### src/rtl/wb_select_decoder.sv
// Register-file write-back decoder: accepts beats, registers a one-hot write
// enable with its data, and walks consecutive registers for multi-beat bursts.
module wb_select_decoder #(
    parameter int SEL_W     = 4,
    parameter int DATA_W    = 32,
    parameter int LEN_W     = 4,
    parameter int MASK_ZERO = 0
) (
    input  logic                    clk,
    input  logic                    rst,
    input  logic                    hold,
    input  logic                    in_valid,
    output logic                    in_ready,
    input  logic [SEL_W-1:0]        in_sel,
    input  logic [LEN_W-1:0]        in_len,
    input  logic [DATA_W-1:0]       in_data,
    output logic [(1<<SEL_W)-1:0]   out_en,
    output logic [SEL_W-1:0]        out_sel,
    output logic [DATA_W-1:0]       out_data,
    output logic                    busy,
    output logic                    done
);
    localparam int NREG = 1 << SEL_W;

    typedef enum logic {IDLE, BURST} state_t;

    state_t              state_q, state_d;
    logic [SEL_W-1:0]    ptr_q, ptr_d;
    logic [LEN_W-1:0]    rem_q, rem_d;
    logic [NREG-1:0]     out_en_q, out_en_d;
    logic [SEL_W-1:0]    out_sel_q, out_sel_d;
    logic [DATA_W-1:0]   out_data_q, out_data_d;
    logic                done_q, done_d;

    logic                accept;
    logic [SEL_W-1:0]    beat_sel;
    logic [NREG-1:0]     dec;

    assign in_ready = !hold;
    assign accept   = in_valid && in_ready;

    // The first beat of a request takes its destination from the port; later
    // burst beats follow the internal pointer.
    assign beat_sel = (state_q == IDLE) ? in_sel : ptr_q;

    generate
        for (genvar gi = 0; gi < NREG; gi++) begin : g_dec
            if (MASK_ZERO != 0 && gi == 0) begin : g_masked
                assign dec[gi] = 1'b0;
            end else begin : g_live
                assign dec[gi] = (beat_sel == SEL_W'(gi));
            end
        end
    endgenerate

    always_comb begin
        state_d    = state_q;
        ptr_d      = ptr_q;
        rem_d      = rem_q;
        out_en_d   = '0;
        out_sel_d  = out_sel_q;
        out_data_d = out_data_q;
        done_d     = 1'b0;
        if (accept) begin
            out_en_d   = dec;
            out_sel_d  = beat_sel;
            out_data_d = in_data;
            if (state_q == IDLE) begin
                if (in_len != '0) begin
                    ptr_d   = beat_sel + SEL_W'(1);
                    rem_d   = in_len;
                    state_d = BURST;
                end else begin
                    done_d = 1'b1;
                end
            end else begin
                ptr_d = ptr_q + SEL_W'(1);
                rem_d = rem_q - LEN_W'(1);
                if (rem_q == LEN_W'(1)) begin
                    done_d  = 1'b1;
                    state_d = IDLE;
                end
            end
        end
    end

    always_ff @(posedge clk or posedge rst) begin
        if (rst) begin
            state_q    <= IDLE;
            ptr_q      <= '0;
            rem_q      <= '0;
            out_en_q   <= '0;
            out_sel_q  <= '0;
            out_data_q <= '0;
            done_q     <= 1'b0;
        end else begin
            state_q    <= state_d;
            ptr_q      <= ptr_d;
            rem_q      <= rem_d;
            out_en_q   <= out_en_d;
            out_sel_q  <= out_sel_d;
            out_data_q <= out_data_d;
            done_q     <= done_d;
        end
    end

    assign out_en   = out_en_q;
    assign out_sel  = out_sel_q;
    assign out_data = out_data_q;
    assign done     = done_q;
    assign busy     = (state_q == BURST);
endmodule

### config.mk
export PLATFORM = sky130hd
export DESIGN_NAME = wb_select_decoder
export DESIGN_NICKNAME = d
export VERILOG_FILES = /design/src/rtl/wb_select_decoder.sv
export SDC_FILE = /design/constraint.sdc
export NUM_CORES = 1
export LEC_CHECK = 0
export CELL_PAD_IN_SITES_DETAIL_PLACEMENT = 0
export CELL_PAD_IN_SITES_GLOBAL_PLACEMENT = 1
export CORE_ASPECT_RATIO = 2
export CORE_MARGIN = 2
export CORE_UTILIZATION = 30
export CTS_BUF_LIST = sky130_fd_sc_hd__clkbuf_8
export DETAILED_ROUTE_END_ITERATION = 7
export PLACE_DENSITY_LB_ADDON = 0.25
export SETUP_SLACK_MARGIN = 0.4
export SLEW_MARGIN = 40
export SYNTH_ARGS = -nofsm -noshare
export SYNTH_HDL_FRONTEND = slang
export SYNTH_SLANG_ARGS = --single-unit
### constraint.sdc
create_clock -name clk -period 1.9 [get_ports clk]
set_clock_uncertainty 0.15 [all_clocks]
set_input_delay 0.19 -clock clk [delete_from_list [all_inputs] [get_ports clk]]
set_output_delay 0.19 -clock clk [all_outputs]
set_load 0.1 [all_outputs]
Word level (Yosys, flattened, before mapping)
Index checks and enable logic that the tools add are counted.
{ "totals": {"inputBits": 44, "output_inout_bits": 55, "regBits": 62, "elab_cells": 45} }
{ "classes": {"reduce_logical": 6, "addsub": 3, "muxes": 13, "eq_ne": 16} }
{ "op_table": {"columns": ["operator", "n"], "rows": [
  ["== test 4 bit, second input constant", 8],
  ["2-to-1 mux 4 bit", 5],
  ["== test 4 x 3 -> 1 bit, second input constant", 4],
  ["2-to-1 mux 16 bit", 1],
  ["adder 4 x 1 -> 4 bit, second input constant", 2],
  ["== test 4 x 1 -> 1 bit, second input constant", 2],
  ["== test 4 x 2 -> 1 bit, second input constant", 2],
  ["2-to-1 mux 1 bit", 7],
  ["logical NOT 4 bit", 1],
  ["nonzero test 4 bit", 1],
  ["subtractor 4 x 1 -> 4 bit, second input constant", 1],
  ["AND reduction 2 bit", 1],
  ["nonzero test 2 bit", 1],
  ["logical AND 1 bit", 1],
  ["logical NOT 1 bit", 1]
]} }

Depth between registers and ports, before layout
Gate-level depths: netlist (run 1).
{ "depth": {"ltp_word": 4, "ltp_mapped": 8, "mapped_depth_nobuf": 7} }

Worst setup path after synthesis (run 1)
No wires, ideal clock.
{ "synth_path": {"path_type": "register -> register", "start": "register state_q (netlist: busy)", "end": "register ptr_q[2]", "arrival_time_ps": 2292, "required_ps": 1646, "slack_ps": -646, "period_less_slack_ps": 2546, "path_stages_with_launch": 9, "setup_ps": 104, "n_path_buf": 2, "path_cell_list": "dfrtp_1 > buf_4 > buf_2 > mux2i_1 > inv_1 > ha_1 > inv_1 > a211oi_2 > a221oi_1"} }
{ "synth_between": {"elab_chain_len": 4, "elab_cells_between_ends": 6, "cone_classes": "add/sub: 1; mux: 3; reduce/logical: 2"} }
{ "synth_lines": {"columns": ["element", "line", "text"], "rows": [
  ["start: declaration", "27", "state_t state_q, state_d;"],
  ["start signal: assignment", "97", "state_q <= state_d;"],
  ["2-to-1 mux 4 bit", "44", "assign beat_sel = (state_q == IDLE) ? in_sel : ptr_q;"],
  ["via beat_sel[1]", "36", "logic [SEL_W-1:0] beat_sel;"],
  ["adder 4 x 1 -> 4 bit", "70", "ptr_d = beat_sel + SEL_W'(1);"],
  ["2-to-1 mux 4 bit", "69", "if (in_len != '0) begin"],
  ["2-to-1 mux 4 bit", "68", "if (state_q == IDLE) begin"],
  ["end signal: assignment", "98", "ptr_q <= ptr_d;"],
  ["end: declaration", "28", "logic [SEL_W-1:0] ptr_q, ptr_d;"]
]} }
The timed path passes the listed nets, and every way through them passes these cells. The select of a mux whose other input is x is not followed.
A chain may end at the register's enable or synchronous reset.

Final worst setup path (run 1)
Ends and elaborated chain as after synthesis.

==> results of run 1 <==
## timing repair
item | in CTS | in global routing
endpoints found under the hold margin | 6 | 0
pin swaps | 4 | 3
hold buffers | 1 | 0
resized for setup | 15 | 15
endpoints found under the setup margin | 25 | 28
buffers inserted | 7 | 1
## cell usage in the layout, fill, tap and decap left out, drive strengths merged, types with 2 or more instances in the layout
master	instances
clkdlybuf4s50	43
mux2	2
a22oi	2
nand2	110
clkinv	3
ha	7
clkbuf	10
mux2i	2
o21ai	10
a21oi	7
a32oi	4
clkinvlp	2
a211oi	2
or3	2
nor2b	3
nor3	3
dfrtp	62
inv	12
nor2	22
buf	72
## where the power goes
part | internal [mW] | switching (mW) | total (mW)
logic | 0.613 | 1.55 | 2.16
registers | 1.52 | 0.170 | 1.69
clock network | 0.491 | 0.500 | 0.992
total | 2.63 | 2.22 | 4.85
## metal layers
layer / global-route usage / up-vias
li1: - / 1083
met1: 0.1811 / 1001
met2: 0.2815 / 62
met3: 0.04315 / 16
met4: 0.08547 / 0
met5: 0 / -
## state kept, by name, indices dropped and copies added, names as in the netlist
| register | cells |
|---|---|
| busy | 1 |
| out_en | 16 |
| rem_q | 4 |
| done | 1 |
| out_sel | 4 |
| ptr_q | 4 |
| out_data | 32 |
## metrics by stage
step / cell area [sq um] / setup TNS, ns / power (mW)
floorplan: 2670 / -0.02504 / 3.199
global placement: 3700 / 0 / 3.791
detailed placement: 3700 / 0 / 3.807
CTS: 3976 / 0 / 4.864
global route: 4053 / 0 / 5.101
finish: 4053 / 0 / 4.845
## cell type report
type	count	area share
flip-flops and latches	62	0.3838
multi-input cells	184	0.2686
repair buffers	116	0.2624
clock buffers	10	0.03396
well taps	100	0.03087
inverters	11	0.01297
clock inverters	6	0.007410
## worst max-delay path by stage
stage	end	slack [ns]	depth (start not counted)
after floorplan	ptr_q[2]$_DFFE_PP0P_	-0.03	8
after global placement	ptr_q[2]$_DFFE_PP0P_	0.09	5
after detailed placement	ptr_q[2]$_DFFE_PP0P_	0.05	5
after CTS	ptr_q[2]$_DFFE_PP0P_	0.28	5
after global routing	ptr_q[2]$_DFFE_PP0P_	0.23	5
final	ptr_q[2]$_DFFE_PP0P_	0.29	5
## cell families after synthesis
group | after synthesis
and+or+nand+nor | 143
DFF | 62
AOI/OAI and AO/OA | 30
buffers and inverters | 23
adders and majority gates | 7
muxes | 4
## critical path, stage by stage (launching register included)
cell	delay (ns)
sky130_fd_sc_hd__dfrtp_4	0.56
sky130_fd_sc_hd__mux2i_4	0.22
sky130_fd_sc_hd__inv_2	0.10
sky130_fd_sc_hd__ha_4	0.16
sky130_fd_sc_hd__o21ai_2	0.06
sky130_fd_sc_hd__a221oi_2	0.26
==> PnR_summary.wiki, run 1 <==
{| class="wikitable"
! Metric !! Value
|-
| Max-slew headroom at the worst pin || 0.7107
|-
| Combinational family with the most area after synthesis || simple AND/OR/NAND/NOR gates
|-
| Critical path fanouts, max || 8
|-
| Worst slack at placement || a little over 0.05 ns
|-
| Highest layer used for signal routing || met4
|-
| Fraction of layout instances using a drive strength above 1 || 0.3342
|-
| Outcome || finished clean
|-
| Area fraction in and, or, nand and nor cells after synthesis || 0.2282
|-
| Fraction of the mapped netlist area in adder cells || 0.03377
|-
| IO Count || between 90 and 100
|-
| Post-route ant nets || 0
|-
| Filler cells || 855
|-
| Worst path arrival time || between 1.5 and 2 ns
|-
| Final hold violation count || 0
|-
| Buffer type at the clock tree root || sky130_fd_sc_hd__clkbuf_8
|-
| Most common cell in the synthesized netlist || sky130_fd_sc_hd__nand2_1
|-
| Final design utilization || 0.4752
|-
| Post-synthesis instance area || ~2600 sq um
|-
| Yosys cell types || 32
|-
| Worst reg-to-reg path cell count || 5
|-
| Post-detailed-route wirelength per cell || 14.37 um
|-
| R2r setup slk || between 0.2 and 0.3 ns
|-
| Clk Latency, worst-skew pair || roughly 0.34 ns
|-
| CTS tree || built
|-
| Final setup fails || 0
|-
| Power density relative to cell area || around 1200 nW/um^2
|-
| Average cell area after synthesis || between 9 and 10 sq um
|-
| Path category of the worst min-delay check || input port to flop
|-
| Total grt overflow || 0
|-
| Amount of wire on met3 after detailed routing || roughly 350 um
|-
| Routability Congestion || 0.7894
|-
| Core footprint || 8528 sq um
|-
| Wire length of the first global-routing pass || between 10000 and 15000 um
|-
| Hold Path End || out_data[14]$_DFFE_PP0P_
|-
| Area growth, synth to finish || 56.25%
|-
| Unrepaired setup endpoints after global routing || true
|-
| Launching instance or port of the critical path || busy$_DFFE_PP0P_
|-
| Number of DRC markers after the initial detailed-route iteration || 82
|-
| Required time of the critical path || around 2.0 ns
|-
| Ys flop type || sky130_fd_sc_hd__dfrtp_1
|-
| XOR/XNOR Fraction of Synth Area || 0
|-
| Hold Path Stages || 3
|-
| DP Wirelength || ~5200 um
|-
| Count of flip-flops with a built-in enable after synthesis || 0
|-
| Sink count of the clock tree || 62
|-
| Yosys synthesis warning count || 0
|-
| Number of nets in the finished design || 435
|-
| Min Clock Period, post-route || 1.610 ns
|-
| Most instantiated cells after synthesis || sky130_fd_sc_hd__nand2_1, sky130_fd_sc_hd__dfrtp_1, sky130_fd_sc_hd__nor2_1
|-
| Antenna violations before repair || 0
|-
| Post-route worst setup slack || roughly 0.29 ns
|-
| Post-route clock period utilization || 0.8471
|-
| Nets in the synthesized netlist || 320
|-
| DIE AREA || 9451 sq um
|-
| Diode insertion count for antenna repair || 0
|-
| Total of max-cap violations || 0
|-
| R2R Path End || ptr_q[2]$_DFFE_PP0P_
|-
| Row count || 48
|-
| Die outline width || about 70 um
|-
| Area of combinational cells with multiple inputs || approximately 1100 sq um
|-
| Maximum clock frequency || 621.3 MHz
|-
| Gate count after technology mapping || approximately 270
|-
| Depth of the CTS H-tree || 3
|-
| Clock-pin transition on the worst setup and hold timing paths || 0.07 ns
|-
| Non-Filler Instances || slightly below 500
|-
| CTS Buf Count || 9
|-
| Critical path capture point type || flop
|-
| Total leakage power || 1.996 nW
|-
| Fraction of synthesized area in multiplexers || 0.01640
|-
| Source of the worst hold timing path || in_data[14]
|-
| Max rail drop VDD || about 0.54 mV
|-
| Cells after DPL || between 400 and 500
|-
| Share of the synthesized area in the top cell type || 0.5982
|-
| Area contributors post-synth || sky130_fd_sc_hd__dfrtp_1, sky130_fd_sc_hd__nand2_1, sky130_fd_sc_hd__ha_1
|-
| Ys async rst share || 1.000
|-
| Combined flip-flop and latch cell area || 1555 sq um
|-
| Routed metal-1 wire length || 2601 um
|-
| Largest net degree at the start of global routing || 48
|-
| Startpoint class of the critical path || flop
|-
| Crit Path Class || flop to flop
|-
| Max Slew Vio Count || 0
|-
| Worst r2r src || busy$_DFFE_PP0P_
|-
| Fraction of the yosys area taken by sequential cells || 0.5982
|-
| Total wire length after detailed routing || ~7000 um
|-
| Vias in the first global route || roughly 2200
|-
| Transition time of the tightest slew-check pin || about 0.43 ns
|-
| Compound-Gate Fraction of Synth Area || 0.08056
|-
| Routed met2 length || ~3800 um
|-
| Number of design rule violations left after detail routing || 0
|-
| Count of buffers inserted at the top-level ports || 98
|-
| Seq cells post-synth || a little over 60
|-
| Worst slack on hold paths || about 0.22 ns
|-
| Die span in y || approximately 140 um
|-
| Maximum count of clock buffers along a single path || 2
|-
| Total Routing Usage GR || 0.1625
|-
| Via density || roughly 4.4
|-
| Total via count after detailed routing || around 2200
|-
| Effective utilization at floorplan || 0.3041
|-
| 1st-pass router iterations || 4
|-
| Yosys top cell by area || sky130_fd_sc_hd__dfrtp_1
|}
Power figures use the tool's default switching activity.
==> inputs of run 2 (changes only) <==
--- a/config.mk
+++ b/config.mk
@@ -9,7 +9,7 @@
 export CELL_PAD_IN_SITES_GLOBAL_PLACEMENT = 1
 export CORE_ASPECT_RATIO = 2
 export CORE_MARGIN = 2
-export CORE_UTILIZATION = 30
+export CORE_UTILIZATION = 33
 export CTS_BUF_LIST = sky130_fd_sc_hd__clkbuf_8
 export DETAILED_ROUTE_END_ITERATION = 7
 export PLACE_DENSITY_LB_ADDON = 0.25
==> constraint.sdc (replaced) <==
create_clock -name clk -period 1.59 [get_ports clk]
set_clock_uncertainty 0.15 [all_clocks]
set_input_delay 0.159 -clock clk [delete_from_list [all_inputs] [get_ports clk]]
set_output_delay 0.159 -clock clk [all_outputs]
set_load 0.1 [all_outputs]
==> run 2 against run 1 <==
Effect of this change: the flow now finishes with violations (negative setup slack); register-to-register slack got worse by 0.34 ns; critical endpoint is now ptr_q[3]$_DFFE_PP0P_; flip-flop and latch count did not move; utilization increased by 18 points; fmax shrank 2.0%; wire length increased by 2.9%; setup slack worse by 0.34 ns; clock power increased by 40%; worst hold slack lost 0.14 ns; sequential power increased by 26%; largest power group unchanged; count of clock-buffer cells in the layout grew 1; largest cell class is now buffers.
==> PnR_summary.wiki, run 2 (synthesis gave the netlist of run 1 again) <==
{| class="wikitable"
! Metric !! Value
|-
| DIE AREA || 8628 sq um (-8.7%)
|-
| Buffer type at the clock tree root || sky130_fd_sc_hd__clkbuf_8
|-
| Non-Filler Cell Area, Final || 5012 sq um (+24%)
|-
| Filler cells || 596 (-30%)
|-
| Max rail drop VDD || 0.8045 mV (+49%)
|-
| Final hold violation count || 0 (unchanged)
|-
| Crit Path Class || flop to flop
|-
| Antenna violations before repair || 0 (unchanged)
|-
| Fraction of layout instances using a drive strength above 1 || 0.5160 (+0.1818)
|-
| Unrepaired setup endpoints after global routing || true
|-
| Final setup fails || 9 (+9)
|-
| Largest register FFs || 32 (unchanged)
|-
| Slowest stage cell on the critical path || sky130_fd_sc_hd__dfrtp_4
|-
| Via density || 4.611 (+4.3%)
|-
| Worst path arrival time || 1.74 ns (+0.03 ns)
|-
| Post-place instance area || 4591 sq um (+24%)
|-
| Critical path fanouts, max || 7 (-1)
|-
| Transition time of the tightest slew-check pin || 0.3325 ns (-0.1014 ns)
|-
| Core footprint || 7601 sq um (-11%)
|-
| Clk Latency, worst-skew pair || 0.34 ns (about the same)
|-
| Vias in the first global route || 2414 (+8.0%)
|-
| Worst reg-to-reg path cell count || 6 (+1)
|-
| Total of max-cap violations || 0 (unchanged)
|-
| Depth of the CTS H-tree || 3 (unchanged)
|-
| Total power after layout || 6.832 mW (+41%)
|-
| Worst slack on hold paths || 0.08017 ns (-0.1419 ns)
|-
| Outcome || complete, but fails checks
|-
| Sink count of the clock tree || 62 (unchanged)
|-
| Maximum count of clock buffers along a single path || 2 (unchanged)
|-
| Top cell by count, worst path || sky130_fd_sc_hd__buf_6
|-
| Worst path cell trace || buf_6, and4_4, buf_6, nor2_2, o21a_1, a311oi_2
|-
| Post-route clock period utilization || 1.033 (+0.1857)
|-
| Clock-pin transition on the worst setup and hold timing paths || 0.07 ns (about the same)
|-
| Most common cell after layout, fill and taps aside || sky130_fd_sc_hd__nand2_1
|-
| DP Wirelength || 5413 um (+3.9%)
|-
| Post-detailed-route wirelength per cell || 14.43 um (+0.41%)
|-
| Power density relative to cell area || 1363 nW/um^2 (+14%)
|-
| Total leakage power || 2.257 nW (+13%)
|-
| Startpoint class of the critical path || flop
|-
| Row count || 45 (-6.3%)
|-
| Number of design rule violations left after detail routing || 0 (unchanged)
|-
| Total via count after detailed routing || 2310 (+6.8%)
|-
| Total grt overflow || 0 (unchanged)
|-
| Number of buffers inserted for hold repair after clock tree synthesis || 0 (-1)
|-
| Effective utilization at floorplan || 0.3412 (+0.03710)
|-
| Number of DRC markers after the initial detailed-route iteration || 42 (-49%)
|-
| Max-slew headroom at the worst pin || 0.7776 (+0.06689)
|-
| Total wire length after detailed routing || 7231 um (+2.9%)
|-
| Max Slew Vio Count || 0 (unchanged)
|-
| CTS tree || built
|-
| Routed met2 length || 4264 um (+11%)
|-
| Required time of the critical path || 1.69 ns (-0.31 ns)
|-
| Number of nets in the finished design || 453 (+4.1%)
|-
| Highest layer used for signal routing || met4
|-
| Violations in the final reports || negative setup slack
|-
| Path category of the worst min-delay check || input port to async pin
|-
| Amount of wire on met3 after detailed routing || 320 um (-7.8%)
|-
| Routed metal-1 wire length || 2445 um (-6.0%)
|-
| Post-route ant nets || 0 (unchanged)
|-
| Final setup TNS || -0.1055 ns (-0.1055 ns)
|-
| Stage delay of the slowest cell on the critical path || 0.47 ns (-0.09 ns)
|-
| Total Routing Usage GR || 0.1832 (+0.02079)
|-
| Area growth, synth to finish || 93.25%
|-
| Post-route worst setup slack || -0.05214 ns (-0.3426 ns)
|-
| Count of buffers inserted at the top-level ports || 98 (unchanged)
|-
| IO Count || 99 (unchanged)
|-
| Most frequent cells in the layout || sky130_fd_sc_hd__nand2_1, sky130_fd_sc_hd__buf_12, sky130_fd_sc_hd__dfrtp_2, sky130_fd_sc_hd__clkdlybuf4s50_1, sky130_fd_sc_hd__buf_4
|-
| Diode insertion count for antenna repair || 0 (unchanged)
|-
| Die span in y || 129.4 um (-4.5%)
|-
| Wire length of the first global-routing pass || 11610 um (-0.65%)
|-
| CTS Buf Count || 9 (unchanged)
|-
| 1st-pass router iterations || 3 (-1)
|-
| Maximum clock frequency || 609.0 MHz (-2.0%)
|-
| Die outline width || 66.69 um (-4.4%)
|-
| Critical path capture point type || flop
|-
| Routability Congestion || 0.8497 (+7.6%)
|-
| Min Clock Period, post-route || 1.642 ns (+0.03262 ns)
|-
| Largest net degree at the start of global routing || 45 (-6.3%)
|}
run 2: worst paths after layout:
check	from	endpoint	slack (ns)
min in group clk	in_data[7]	out_data[7]$_DFFE_PP0P_	0.19
max in group asynchronous	rst	busy$_DFFE_PP0P_	0.96
worst max-delay path	busy$_DFFE_PP0P_	ptr_q[3]$_DFFE_PP0P_	-0.05
worst max register to register	busy$_DFFE_PP0P_	ptr_q[3]$_DFFE_PP0P_	-0.05
worst min-delay path	rst	out_en[4]$_DFF_PP0_	0.08
worst min register to register	out_data[14]$_DFFE_PP0P_	out_data[14]$_DFFE_PP0P_	0.37
run 2: power by group:
group | leakage (nW) | internal [mW] | switching [mW]
registers | 0.711 | 1.85 | 0.277
clock network | 0.110 | 0.795 | 0.594
logic | 1.44 | 1.33 | 1.98
run 2: cell type report:
type / count / area, sq um / area share
Clock buffer: 11 / 151.4 / 0.03020
Clock inverter: 5 / 48.80 / 0.009735
Inverter: 11 / 47.55 / 0.009486
Multi-Input combinational cell: 184 / 1136 / 0.2267
Sequential cell: 62 / 1622 / 0.3235
Tap cell: 94 / 117.6 / 0.02346
Timing Repair Buffer: 134 / 1889 / 0.3769
run 2: timing repair:
action                                  in CTS  in global routing
endpoints found under the setup margin     117                 84
cloned                                       0                  0
endpoints found under the hold margin        0                  0
resized for setup                           35                 23
pin swaps                                    9                  4
buffers inserted                             2                  0
run 2: worst max-delay path, delay by kind of cell (launching register included):
| kind | cells | cell delay (ns) |
|---|---|---|
| DFF | 1 | 0.47 |
| AOI/OAI and AO/OA | 2 | 0.40 |
| and+or+nand+nor | 2 | 0.27 |
| buffers and inverters | 2 | 0.26 |
run 2: per-stage QoR:
step	setup WS, ns	cells	utilization
final	-0.05214	501	0.6594
after global routing	-0.1090	501	0.6594
after CTS	-0.01546	501	0.6471
after detailed placement	-0.1615	483	0.6040
after global placement	-0.1305	483	0.6040
after floorplan	-0.3350	269	-
run 2: routing by layer:
metal / vias to the layer above / global-route usage
li1: 1124 / -
met1: 1103 / 0.1836
met2: 68 / 0.3347
met3: 15 / 0.05208
met4: 0 / 0.09004
met5: - / 0
